$ cat config.mk
export PLATFORM = sky130hd
export DESIGN_NAME = snake_body_flat
export DESIGN_NICKNAME = d
export VERILOG_FILES = /design/src/rtl/snake_pkg.sv /design/src/rtl/snake_body_if.sv /design/src/rtl/snake_cell_match.sv /design/src/rtl/snake_body.sv /design/src/flat_wrapper.sv
export SDC_FILE = /design/constraint.sdc
export NUM_CORES = 1
export LEC_CHECK = 0
export CAP_MARGIN = 20
export CELL_PAD_IN_SITES_DETAIL_PLACEMENT = 0
export CELL_PAD_IN_SITES_GLOBAL_PLACEMENT = 1
export CORE_UTILIZATION = 50
export DETAILED_ROUTE_END_ITERATION = 6
export HOLD_SLACK_MARGIN = 0.1
export PLACE_DENSITY = 0.88
export SLEW_MARGIN = 20
export SYNTH_ARGS = -nofsm -noshare
export SYNTH_HDL_FRONTEND = slang
export SYNTH_SLANG_ARGS = --single-unit
$ cat constraint.sdc
create_clock -name clk -period 16.8 [get_ports clk]
set_input_delay 2.52 -clock clk [delete_from_list [all_inputs] [get_ports clk]]
set_output_delay 2.52 -clock clk [all_outputs]
set_load 0.02 [all_outputs]
$ cat src/rtl/snake_pkg.sv
// Shared encodings and grid geometry for the snake game datapath.
// Imported by the segment store, its comparator and the bus interface users.
package snake_pkg;

    typedef enum logic [1:0] {
        GS_RESTART = 2'b00,
        GS_START   = 2'b01,
        GS_PLAY    = 2'b10,
        GS_DIE     = 2'b11
    } game_status_e;

    typedef enum logic [1:0] {
        DIR_UP    = 2'b00,
        DIR_DOWN  = 2'b01,
        DIR_LEFT  = 2'b10,
        DIR_RIGHT = 2'b11
    } dir_e;

    typedef enum logic [1:0] {
        PIX_NONE = 2'b00,
        PIX_HEAD = 2'b01,
        PIX_BODY = 2'b10,
        PIX_WALL = 2'b11
    } pixel_e;

    localparam int GRID_W     = 40;
    localparam int GRID_H     = 30;
    localparam int CELL_SHIFT = 4;

    // Opposite directions differ only in bit 0 (up/down, left/right).
    function automatic logic is_reverse(input dir_e a, input dir_e b);
        return (2'(a) ^ 2'(b)) == 2'b01;
    endfunction

    // Coordinates are 7 bits wide so an off-grid step lands on or past a wall.
    function automatic logic is_wall(input logic [6:0] cx, input logic [6:0] cy);
        return (cx == 7'd0) || (cx >= 7'(GRID_W - 1)) ||
               (cy == 7'd0) || (cy >= 7'(GRID_H - 1));
    endfunction

endpackage

$ cat src/rtl/snake_body_if.sv
// Control and pixel-query bus between the game controller / display and snake_body.
// The master drives game control and pixel coordinates; the slave returns pixel class and state.
interface snake_body_if;

    logic       move_tick;
    logic [1:0] dir;
    logic       grow;
    logic [1:0] game_status;
    logic [9:0] x_pos;
    logic [9:0] y_pos;
    logic [1:0] snake;
    logic [5:0] head_x;
    logic [4:0] head_y;
    logic [4:0] length;
    logic       hit_wall;
    logic       hit_self;

    modport master (
        output move_tick, dir, grow, game_status, x_pos, y_pos,
        input  snake, head_x, head_y, length, hit_wall, hit_self
    );

    modport slave (
        input  move_tick, dir, grow, game_status, x_pos, y_pos,
        output snake, head_x, head_y, length, hit_wall, hit_self
    );

endinterface

$ cat src/rtl/snake_cell_match.sv
// Combinational comparison of one grid cell against the segment array.
// Reports a hit on the head slot and, separately, on any valid body slot.
module snake_cell_match #(
    parameter int MAX_LEN = 16
) (
    input  logic [5:0]                 cell_x_i,
    input  logic [5:0]                 cell_y_i,
    input  logic [MAX_LEN-1:0][5:0]    seg_x_i,
    input  logic [MAX_LEN-1:0][4:0]    seg_y_i,
    input  logic [MAX_LEN-1:0]         valid_i,
    output logic                       head_hit_o,
    output logic                       body_hit_o
);

    always_comb begin
        head_hit_o = valid_i[0] && (seg_x_i[0] == cell_x_i) && ({1'b0, seg_y_i[0]} == cell_y_i);
        body_hit_o = 1'b0;
        for (int i = 1; i < MAX_LEN; i++) begin
            if (valid_i[i] && (seg_x_i[i] == cell_x_i) && ({1'b0, seg_y_i[i]} == cell_y_i)) begin
                body_hit_o = 1'b1;
            end
        end
    end

endmodule

$ cat src/rtl/snake_body.sv
// Snake segment store: advances head/body on move ticks, detects wall/self hits,
// and classifies the queried display pixel with one cycle of latency.
module snake_body
    import snake_pkg::*;
#(
    parameter int MAX_LEN   = 16,
    parameter int START_LEN = 3,
    parameter int START_X   = 20,
    parameter int START_Y   = 15
) (
    input logic         clk,
    input logic         rst,
    snake_body_if.slave bus
);

    localparam logic [4:0] MAX_LEN_W = 5'(MAX_LEN);

    logic [MAX_LEN-1:0][5:0] seg_x_q, seg_x_d;
    logic [MAX_LEN-1:0][4:0] seg_y_q, seg_y_d;
    logic [4:0]              length_q, length_d;
    dir_e                    dir_q, dir_d;
    logic                    grow_pend_q, grow_pend_d;
    logic                    hit_wall_q, hit_wall_d;
    logic                    hit_self_q, hit_self_d;
    pixel_e                  snake_q, snake_d;

    logic                    restart, move_en, grow_pend_eff, grow_now;
    dir_e                    dir_req, dir_res;
    logic [6:0]              cand_x, cand_y;
    logic                    cand_wall;
    logic [MAX_LEN-1:0]      seg_valid, self_valid;
    logic [5:0]              query_x, query_y;
    logic                    query_wall, query_head, query_body;
    logic                    self_head, self_body;

    assign restart       = (game_status_e'(bus.game_status) == GS_RESTART);
    assign move_en       = bus.move_tick && (game_status_e'(bus.game_status) == GS_PLAY);
    assign dir_req       = dir_e'(bus.dir);
    assign dir_res       = is_reverse(dir_req, dir_q) ? dir_q : dir_req;
    assign grow_pend_eff = grow_pend_q | bus.grow;
    assign grow_now      = grow_pend_eff && (length_q < MAX_LEN_W);

    always_comb begin
        cand_x = {1'b0, seg_x_q[0]};
        cand_y = {2'b00, seg_y_q[0]};
        case (dir_res)
            DIR_UP:    cand_y = cand_y - 7'd1;
            DIR_DOWN:  cand_y = cand_y + 7'd1;
            DIR_LEFT:  cand_x = cand_x - 7'd1;
            default:   cand_x = cand_x + 7'd1;
        endcase
    end

    assign cand_wall = is_wall(cand_x, cand_y);

    // The tail cell is vacated by a non-growing move, so it is excluded from the self check.
    always_comb begin
        seg_valid  = '0;
        self_valid = '0;
        for (int i = 0; i < MAX_LEN; i++) begin
            seg_valid[i]  = (i < int'(length_q));
            self_valid[i] = grow_now ? (i < int'(length_q)) : (i + 1 < int'(length_q));
        end
    end

    assign query_x    = bus.x_pos[9:CELL_SHIFT];
    assign query_y    = bus.y_pos[9:CELL_SHIFT];
    assign query_wall = is_wall({1'b0, query_x}, {1'b0, query_y});

    snake_cell_match #(.MAX_LEN(MAX_LEN)) u_query_match (
        .cell_x_i   (query_x),
        .cell_y_i   (query_y),
        .seg_x_i    (seg_x_q),
        .seg_y_i    (seg_y_q),
        .valid_i    (seg_valid),
        .head_hit_o (query_head),
        .body_hit_o (query_body)
    );

    snake_cell_match #(.MAX_LEN(MAX_LEN)) u_self_match (
        .cell_x_i   (cand_x[5:0]),
        .cell_y_i   (cand_y[5:0]),
        .seg_x_i    (seg_x_q),
        .seg_y_i    (seg_y_q),
        .valid_i    (self_valid),
        .head_hit_o (self_head),
        .body_hit_o (self_body)
    );

    // NOTE: every signal gets its default first so no path through this block infers a latch.
    always_comb begin
        seg_x_d     = seg_x_q;
        seg_y_d     = seg_y_q;
        length_d    = length_q;
        dir_d       = dir_q;
        grow_pend_d = grow_pend_eff;
        hit_wall_d  = 1'b0;
        hit_self_d  = 1'b0;

        if (query_wall)      snake_d = PIX_WALL;
        else if (query_head) snake_d = PIX_HEAD;
        else if (query_body) snake_d = PIX_BODY;
        else                 snake_d = PIX_NONE;

        if (restart) begin
            for (int i = 0; i < START_LEN; i++) begin
                seg_x_d[i] = 6'(START_X - i);
                seg_y_d[i] = 5'(START_Y);
            end
            length_d    = 5'(START_LEN);
            dir_d       = DIR_RIGHT;
            grow_pend_d = 1'b0;
            snake_d     = PIX_NONE;
        end else if (move_en) begin
            dir_d = dir_res;
            if (cand_wall) begin
                hit_wall_d = 1'b1;
            end else if (self_head || self_body) begin
                hit_self_d = 1'b1;
            end else begin
                for (int i = 1; i < MAX_LEN; i++) begin
                    seg_x_d[i] = seg_x_q[i-1];
                    seg_y_d[i] = seg_y_q[i-1];
                end
                seg_x_d[0]  = cand_x[5:0];
                seg_y_d[0]  = cand_y[4:0];
                if (grow_now) length_d = length_q + 5'd1;
                grow_pend_d = 1'b0;
            end
        end
    end

    // NOTE: state registers use non-blocking assignment so all of them update together at the edge.
    always_ff @(posedge clk) begin
        if (rst) begin
            // NOTE: only the starting segments are loaded; slots at or beyond length are masked off.
            for (int i = 0; i < START_LEN; i++) begin
                seg_x_q[i] <= 6'(START_X - i);
                seg_y_q[i] <= 5'(START_Y);
            end
            length_q    <= 5'(START_LEN);
            dir_q       <= DIR_RIGHT;
            grow_pend_q <= 1'b0;
            hit_wall_q  <= 1'b0;
            hit_self_q  <= 1'b0;
            snake_q     <= PIX_NONE;
        end else begin
            seg_x_q     <= seg_x_d;
            seg_y_q     <= seg_y_d;
            length_q    <= length_d;
            dir_q       <= dir_d;
            grow_pend_q <= grow_pend_d;
            hit_wall_q  <= hit_wall_d;
            hit_self_q  <= hit_self_d;
            snake_q     <= snake_d;
        end
    end

    assign bus.snake    = 2'(snake_q);
    assign bus.head_x   = seg_x_q[0];
    assign bus.head_y   = seg_y_q[0];
    assign bus.length   = length_q;
    assign bus.hit_wall = hit_wall_q;
    assign bus.hit_self = hit_self_q;

endmodule

$ cat src/flat_wrapper.sv
// flat-port wrapper written by rule: the top's interface ports become plain ports
module snake_body_flat import snake_pkg::*;
#(
    parameter int MAX_LEN   = 16,
    parameter int START_LEN = 3,
    parameter int START_X   = 20,
    parameter int START_Y   = 15
)
  (clk, rst, bus_move_tick, bus_dir, bus_grow, bus_game_status, bus_x_pos, bus_y_pos, bus_snake, bus_head_x, bus_head_y, bus_length, bus_hit_wall, bus_hit_self);
  snake_body_if bus_i ();
  input logic clk;
  input logic rst;
  input wire logic [$bits(bus_i.move_tick)-1:0] bus_move_tick;
  input wire logic [$bits(bus_i.dir)-1:0] bus_dir;
  input wire logic [$bits(bus_i.grow)-1:0] bus_grow;
  input wire logic [$bits(bus_i.game_status)-1:0] bus_game_status;
  input wire logic [$bits(bus_i.x_pos)-1:0] bus_x_pos;
  input wire logic [$bits(bus_i.y_pos)-1:0] bus_y_pos;
  output wire logic [$bits(bus_i.snake)-1:0] bus_snake;
  output wire logic [$bits(bus_i.head_x)-1:0] bus_head_x;
  output wire logic [$bits(bus_i.head_y)-1:0] bus_head_y;
  output wire logic [$bits(bus_i.length)-1:0] bus_length;
  output wire logic [$bits(bus_i.hit_wall)-1:0] bus_hit_wall;
  output wire logic [$bits(bus_i.hit_self)-1:0] bus_hit_self;
  assign bus_i.move_tick = bus_move_tick;
  assign bus_i.dir = bus_dir;
  assign bus_i.grow = bus_grow;
  assign bus_i.game_status = bus_game_status;
  assign bus_i.x_pos = bus_x_pos;
  assign bus_i.y_pos = bus_y_pos;
  assign bus_snake = bus_i.snake;
  assign bus_head_x = bus_i.head_x;
  assign bus_head_y = bus_i.head_y;
  assign bus_length = bus_i.length;
  assign bus_hit_wall = bus_i.hit_wall;
  assign bus_hit_self = bus_i.hit_self;
  snake_body #(.MAX_LEN(MAX_LEN), .START_LEN(START_LEN), .START_X(START_X), .START_Y(START_Y)) u_core (.clk(clk), .rst(rst), .bus(bus_i));
endmodule
==> results of run 1 <==
worst max-delay path, cell delays in order:
cell and delay (ps):
buf_2 510, buf_4 630, xor2_1 320, mux2_2 420
nor2_1 390, ha_1 400, xnor2_1 690, a21o_1 460
buf_4 360, xor2_1 120, nand4_1 120, a2111o_1 170
o22ai_1 140, nor4_4 430, nand3_2 160, nor2_4 100
buf_4 570, buf_6 720
cell families after synthesis:
kind of cell               after synthesis  share of synthesized area
buffers and inverters                  118                    0.04715
AOI/OAI and AO/OA                      204                     0.1163
adders and majority gates                9                   0.009631
muxes                                   23                    0.02247
xor gates and xnor gates               346                     0.2511
and+or+nand+nor                        312                     0.1368
DFF                                    188                     0.4165
layout make-up:
type                    count  area [um^2]  area share
clock buffers              21        461.7     0.03402
clock inverters            11        106.4    0.007838
inverters                  16        60.06    0.004426
multi-input cells         894         6696      0.4935
flip-flops and latches    188         5195      0.3828
well taps                 324        405.4     0.02988
repair buffers             73        644.4     0.04749
placed cells by master, fill, tap and decap left out, types with 5 or more instances in the layout:
cell,n
buf_4,33
nor2_1,35
nand4_1,39
o22ai_1,10
xnor2_1,178
a2111oi_0,8
nand2_1,73
a31oi_1,7
xor2_1,161
nor3_1,22
xnor3_1,6
ha_1,8
nand3_1,34
a211oi_1,10
a21oi_1,40
a21o_1,9
clkdlybuf4s50_1,38
nor4_1,38
nand3b_1,5
or4_1,11
mux2_2,6
mux2i_1,11
inv_1,14
clkbuf_16,18
or3_1,9
o2111ai_1,13
dfxtp_1,45
edfxtp_1,143
o21ai_0,36
o211ai_1,15
nand2b_1,11
report_power, final:
| part | total (mW) | internal (mW) | switching [mW] |
|---|---|---|---|
| Clock | 0.406 | 0.216 | 0.191 |
| Sequential | 0.521 | 0.507 | 0.0144 |
| Combinational | 0.202 | 0.0749 | 0.127 |
per-stage QoR:
stage,power [mW],hold WS (ps),std cells
2_1_floorplan,0.6675,424.4,1200
3_3_place_gp,0.7226,502.5,1495
3_5_place_dp,0.7252,501.4,1495
4_1_cts,1.122,516.7,1527
5_1_grt,1.155,530.0,1527
6_report,1.130,518.7,1527
state kept, by name (all words and copies together), names as in the netlist:
signal	flops
u_core.bus.length	5
u_core.grow_pend_q	1
u_core.bus.snake	2
u_core.seg_y_q	75
u_core.bus.head_x	6
u_core.seg_x_q	90
u_core.bus.head_y	5
u_core.bus.hit_self	1
u_core.dir_q	2
u_core.bus.hit_wall	1
per-layer routing:
metal,GRT usage,wire (um)
met5,0,13
met4,0.1758,2322
met3,0.07766,4449
met2,0.4982,18280
met1,0.4219,16040
worst paths after layout:
kind | to | startpoint | slack [ps]
hold reg to reg | u_core.seg_x_q[60] | u_core.seg_x_q[54] | 520
setup reg to reg | u_core.seg_y_q[58] | u_core.dir_q[1] | 10320
setup / recovery | u_core.seg_y_q[58] | bus_dir[1] | 7520
hold / removal | u_core.seg_x_q[60] | u_core.seg_x_q[54] | 520
==> results.cfg, run 1 <==
[floorplan]
row_count = 57
pin_count = 48
dieArea_um2 = 25580
fp.coreArea_um2 = 24390
die_x_um = 159.9
fp.dieH_um = 159.9
initial_utilization = 0.5113

[layout]
antenna_cells = 0
finalNetCount = 1227
final_util = 0.5563
fillers = 2149
layout-drive-gt1-share = 0.08146
stdcell_area_um2 = 13570
synthToLayoutAreaGrowth_pct = 8.798

[global_routing]
grt_pass1_wl_um = 61030
antenna_found_initial = 1
grt_usage = 0.3242
grt-ovfl-total = 0
grt_max_degree = 92
grt_pass1_vias = 9512

[clock_network]
cts_hold_buf = 0
clock_path_buffers = 2
ctsResizeCount = 0
post_cts_buffers = 0
clock-sinks = 188
numCtsBuffers = 17
root_buffer = clkbuf_16
cts_tree = yes
path_clk_slew_ps = 70
cts-htree-levels = 4
insertion_delay_ps = 460

[critical_path]
cp_max_fo = 91
end_kind = register
crit_type = in2reg
start_kind = input port
arrival_ps = 9360
crit_required_ps = 16880
worstRegToRegCells = 16

[timing]
relSlewSlack = 0.2401
slew_violations = 0
fin_ws_ps = 7523
fmax_mhz = 107.8
fin_crit_sh = 0.5522
finalClockSkew_ps = 11.38
hold_violations = 0
rsz0062_at_grt = false
min_period_ps = 9277
setup_violations = 0
fin_tns_setup_ps = 0
tightestPinTransition_ps = 1111

[placed_design]
post_dp_cell_area_um2 = 13000
dpl.hpwl_um = 27110
gp_congestion = 0.9989
place_ws_ps = 6990
portBuffers = 39

[synth]
ys.flop_type = edfxtp_1
syn_inst = 1200
synth_common_cells = xnor2_1, xor2_1, edfxtp_1, nand2_1, clkbuf_1
ys_seq_area_frac = 0.4165
yosysTopAreaCell = edfxtp_1
synth_most_common_cell = xnor2_1
synth_top_area_share = 0.3443
synth_edf_count = 143
ys_seq_elements = 188
syn-num-nets = 1237
syn_avg_cell_area_um2 = 10.39
synthesis.area_um2 = 12470
async_reset_ff_frac = 0
yosysWarnings = 0
synth_cell_types = 83
synthTopCellsByArea = edfxtp_1, xnor2_1, xor2_1

[route]
drt_iter0_markers = 1478
vias = 9926
avgRoutedWirePerCell_um = 26.92
viasPerCell = 6.500
wirelength_um = 41100
firstDrtPassIters = 5
drc = 0
drtAntennaViolNets = 0

[power]
powerDensity_nw_per_um2 = 83.25
p_leak_nw = 4.579
peakVddDrop_uv = 70.56

[min_path]
hold_depth = 0
hp-class = reg2reg

[job]
cap_viol_max_count = 0

[outcome]
status = finished clean
No activity file was read; power rests on OpenSTA's default activity.
==> run 2, diff against run 1 <==
CORE_UTILIZATION = 45   (was 50)
PLACE_DENSITY = 0.84   (was 0.88)
clock period = 7.95 ns   (was 16.8 ns; I/O delays follow)
==> run 2 against run 1 <==
The run now ends with DRC left. Via count is 2.0% higher. Cell count is 3.2% higher. Critical path type unchanged. Setup slack worse by 6400 ps. Routed wire length is 2.8% higher. Die area is 11% higher. Clock power is 110% higher. Sequential power is 110% higher. Critical path depth is 1 lower. First-iteration DRC count is 3.8% higher. Non-clock buffer count is 1 higher. Count of clock-buffer cells in the layout is 2 higher.
==> results.cfg, run 2 (same netlist as run 1, synthesis figures left out) <==
[outcome]
status = finished with violations
violations = DRC

[route]
drt_iter0_markers = 1534
vias = 10122
firstDrtPassIters = 7
avgRoutedWirePerCell_um = 26.82
drtAntennaViolNets = 0
wirelength_um = 42270
drc = 1
viasPerCell = 6.423

[placed_design]
place_ws_ps = 918.3
portBuffers = 39
post_dp_cell_area_um2 = 13080
gp_congestion = 0.9667
dpl.hpwl_um = 28290

[critical_path]
end_kind = register
crit_type = in2reg
slowest_stage = nor2_2
worstRegToRegCells = 16
crit_required_ps = 8250
arrival_ps = 7100
cp_max_fo = 47
slowest_delay_ps = 940
crit-reg2reg-launch = u_core.dir_q[1]
crit_chain = buf_2 -> xor2_1 -> mux2_2 -> nor2_1 -> ha_1 -> a21oi_1 -> mux2i_1 -> nor2_2 -> buf_4 -> xnor2_1 -> a2111oi_0 -> o2111ai_1 -> o2111a_1 -> nand3_2 -> buf_4 -> or4_1 -> a21oi_1
start_kind = input port
reg2reg_to = u_core.bus.length[3]
r2r_slack_ps = 1690

[layout]
largest_register_ffs = 90
multi_input_area_um2 = 6698
finalNetCount = 1228
final_cell_mix = xnor2_1, xor2_1, edfxtp_1
top_register = u_core.seg_x_q
antenna_cells = 0
layout-drive-gt1-share = 0.08223
synthToLayoutAreaGrowth_pct = 9.530
fillers = 2460
stdcell_area_um2 = 13660
layout_commonest_cell = xnor2_1
seq_area_um2 = 5195

[min_path]
worstHoldEndpoint = u_core.seg_x_q[15]
hold_depth = 2
hp-class = reg2reg
worstHoldStart = u_core.seg_x_q[15]

[floorplan]
fp.dieH_um = 168.5
row_count = 60
die_x_um = 168.5
initial_utilization = 0.4602
fp.coreArea_um2 = 27100
pin_count = 48
dieArea_um2 = 28390

[timing]
setup_violations = 0
hold_violations = 0
rsz0062_at_grt = false
fin_ws_ps = 1151
tightestPinTransition_ps = 1211
relSlewSlack = 0.1718
fin_tns_setup_ps = 0
slew_violations = 0
fin_crit_sh = 0.8553
fmax_mhz = 147.1
finalClockSkew_ps = 11.95
min_period_ps = 6799

[power]
powerDensity_nw_per_um2 = 175.8
peakVddDrop_uv = 128.2
p_leak_nw = 4.591

[clock_network]
numCtsBuffers = 17
ctsResizeCount = 0
post_cts_buffers = 0
insertion_delay_ps = 450
cts_hold_buf = 0
clock_path_buffers = 2
clock-sinks = 188
cts_tree = yes
cts-htree-levels = 4
root_buffer = clkbuf_16
path_clk_slew_ps = 70

[global_routing]
grt-ovfl-total = 0
grt_max_degree = 144
grt_usage = 0.3009
grt_pass1_wl_um = 62380
grt_pass1_vias = 9901
antenna_found_initial = 0

[job]
cap_viol_max_count = 0
## run 2: cell types whose count changed in the layout (fill, tap and decap cells not counted), sizes merged
cell    before  now
clkbuf      21   23
clkinv       6    5
buf         35   36
bufinv       1    0
## run 2: power by group
group	switching [mW]	internal (mW)	total, mW
Sequential	0.0300	1.07	1.10
Combinational	0.269	0.159	0.428
Clock	0.410	0.463	0.872
## run 2: final cells by class
cell class | instances | share of cell area
Clock buffer | 23 | 0.03746
Clock inverter | 9 | 0.005129
Inverter | 16 | 0.004396
Multi-Input combinational cell | 894 | 0.4903
Sequential cell | 188 | 0.3803
Tap cell | 372 | 0.03407
Timing Repair Buffer | 74 | 0.04836
## run 2: how the worst max path moves through the flow
stage / endpoint / slack [ps] / start / cells after the start
final: u_core.bus.length[3] / 1150 / bus_dir[1] / 17
after global routing: u_core.bus.length[2] / 870 / bus_dir[1] / 17
after CTS: u_core.bus.length[3] / 1280 / bus_dir[1] / 17
after detailed placement: u_core.seg_y_q[60] / 920 / bus_dir[1] / 15
after global placement: u_core.seg_x_q[80] / 1020 / bus_dir[1] / 16
after floorplan: u_core.seg_x_q[18] / 540 / bus_dir[1] / 19
## run 2: metrics by stage
stage	hold slack, ps	cells	util	total power [mW]
2_1_floorplan	424.4	1200	-	1.408
6_report	519.3	1576	0.5041	2.401
5_1_grt	534.7	1576	0.5041	2.454
3_3_place_gp	491.8	1544	0.4825	1.529
4_1_cts	517.1	1576	0.5041	2.386
3_5_place_dp	499.9	1544	0.4826	1.537
## run 2: critical path: cells and delay by family
family          cells  cell delay, ps
simple gates        4            1860
compound gates      5            1570
buf+inv             3            1030
mux                 2             590
fa+ha+maj           1             430
xor+xnor            2             370
## run 2: routing by layer
metal | track usage | wire [um]
met4 | 0.1466 | 1805
met1 | 0.4041 | 17050
met3 | 0.06009 | 4431
met5 | 0 | 0
met2 | 0.4647 | 18970
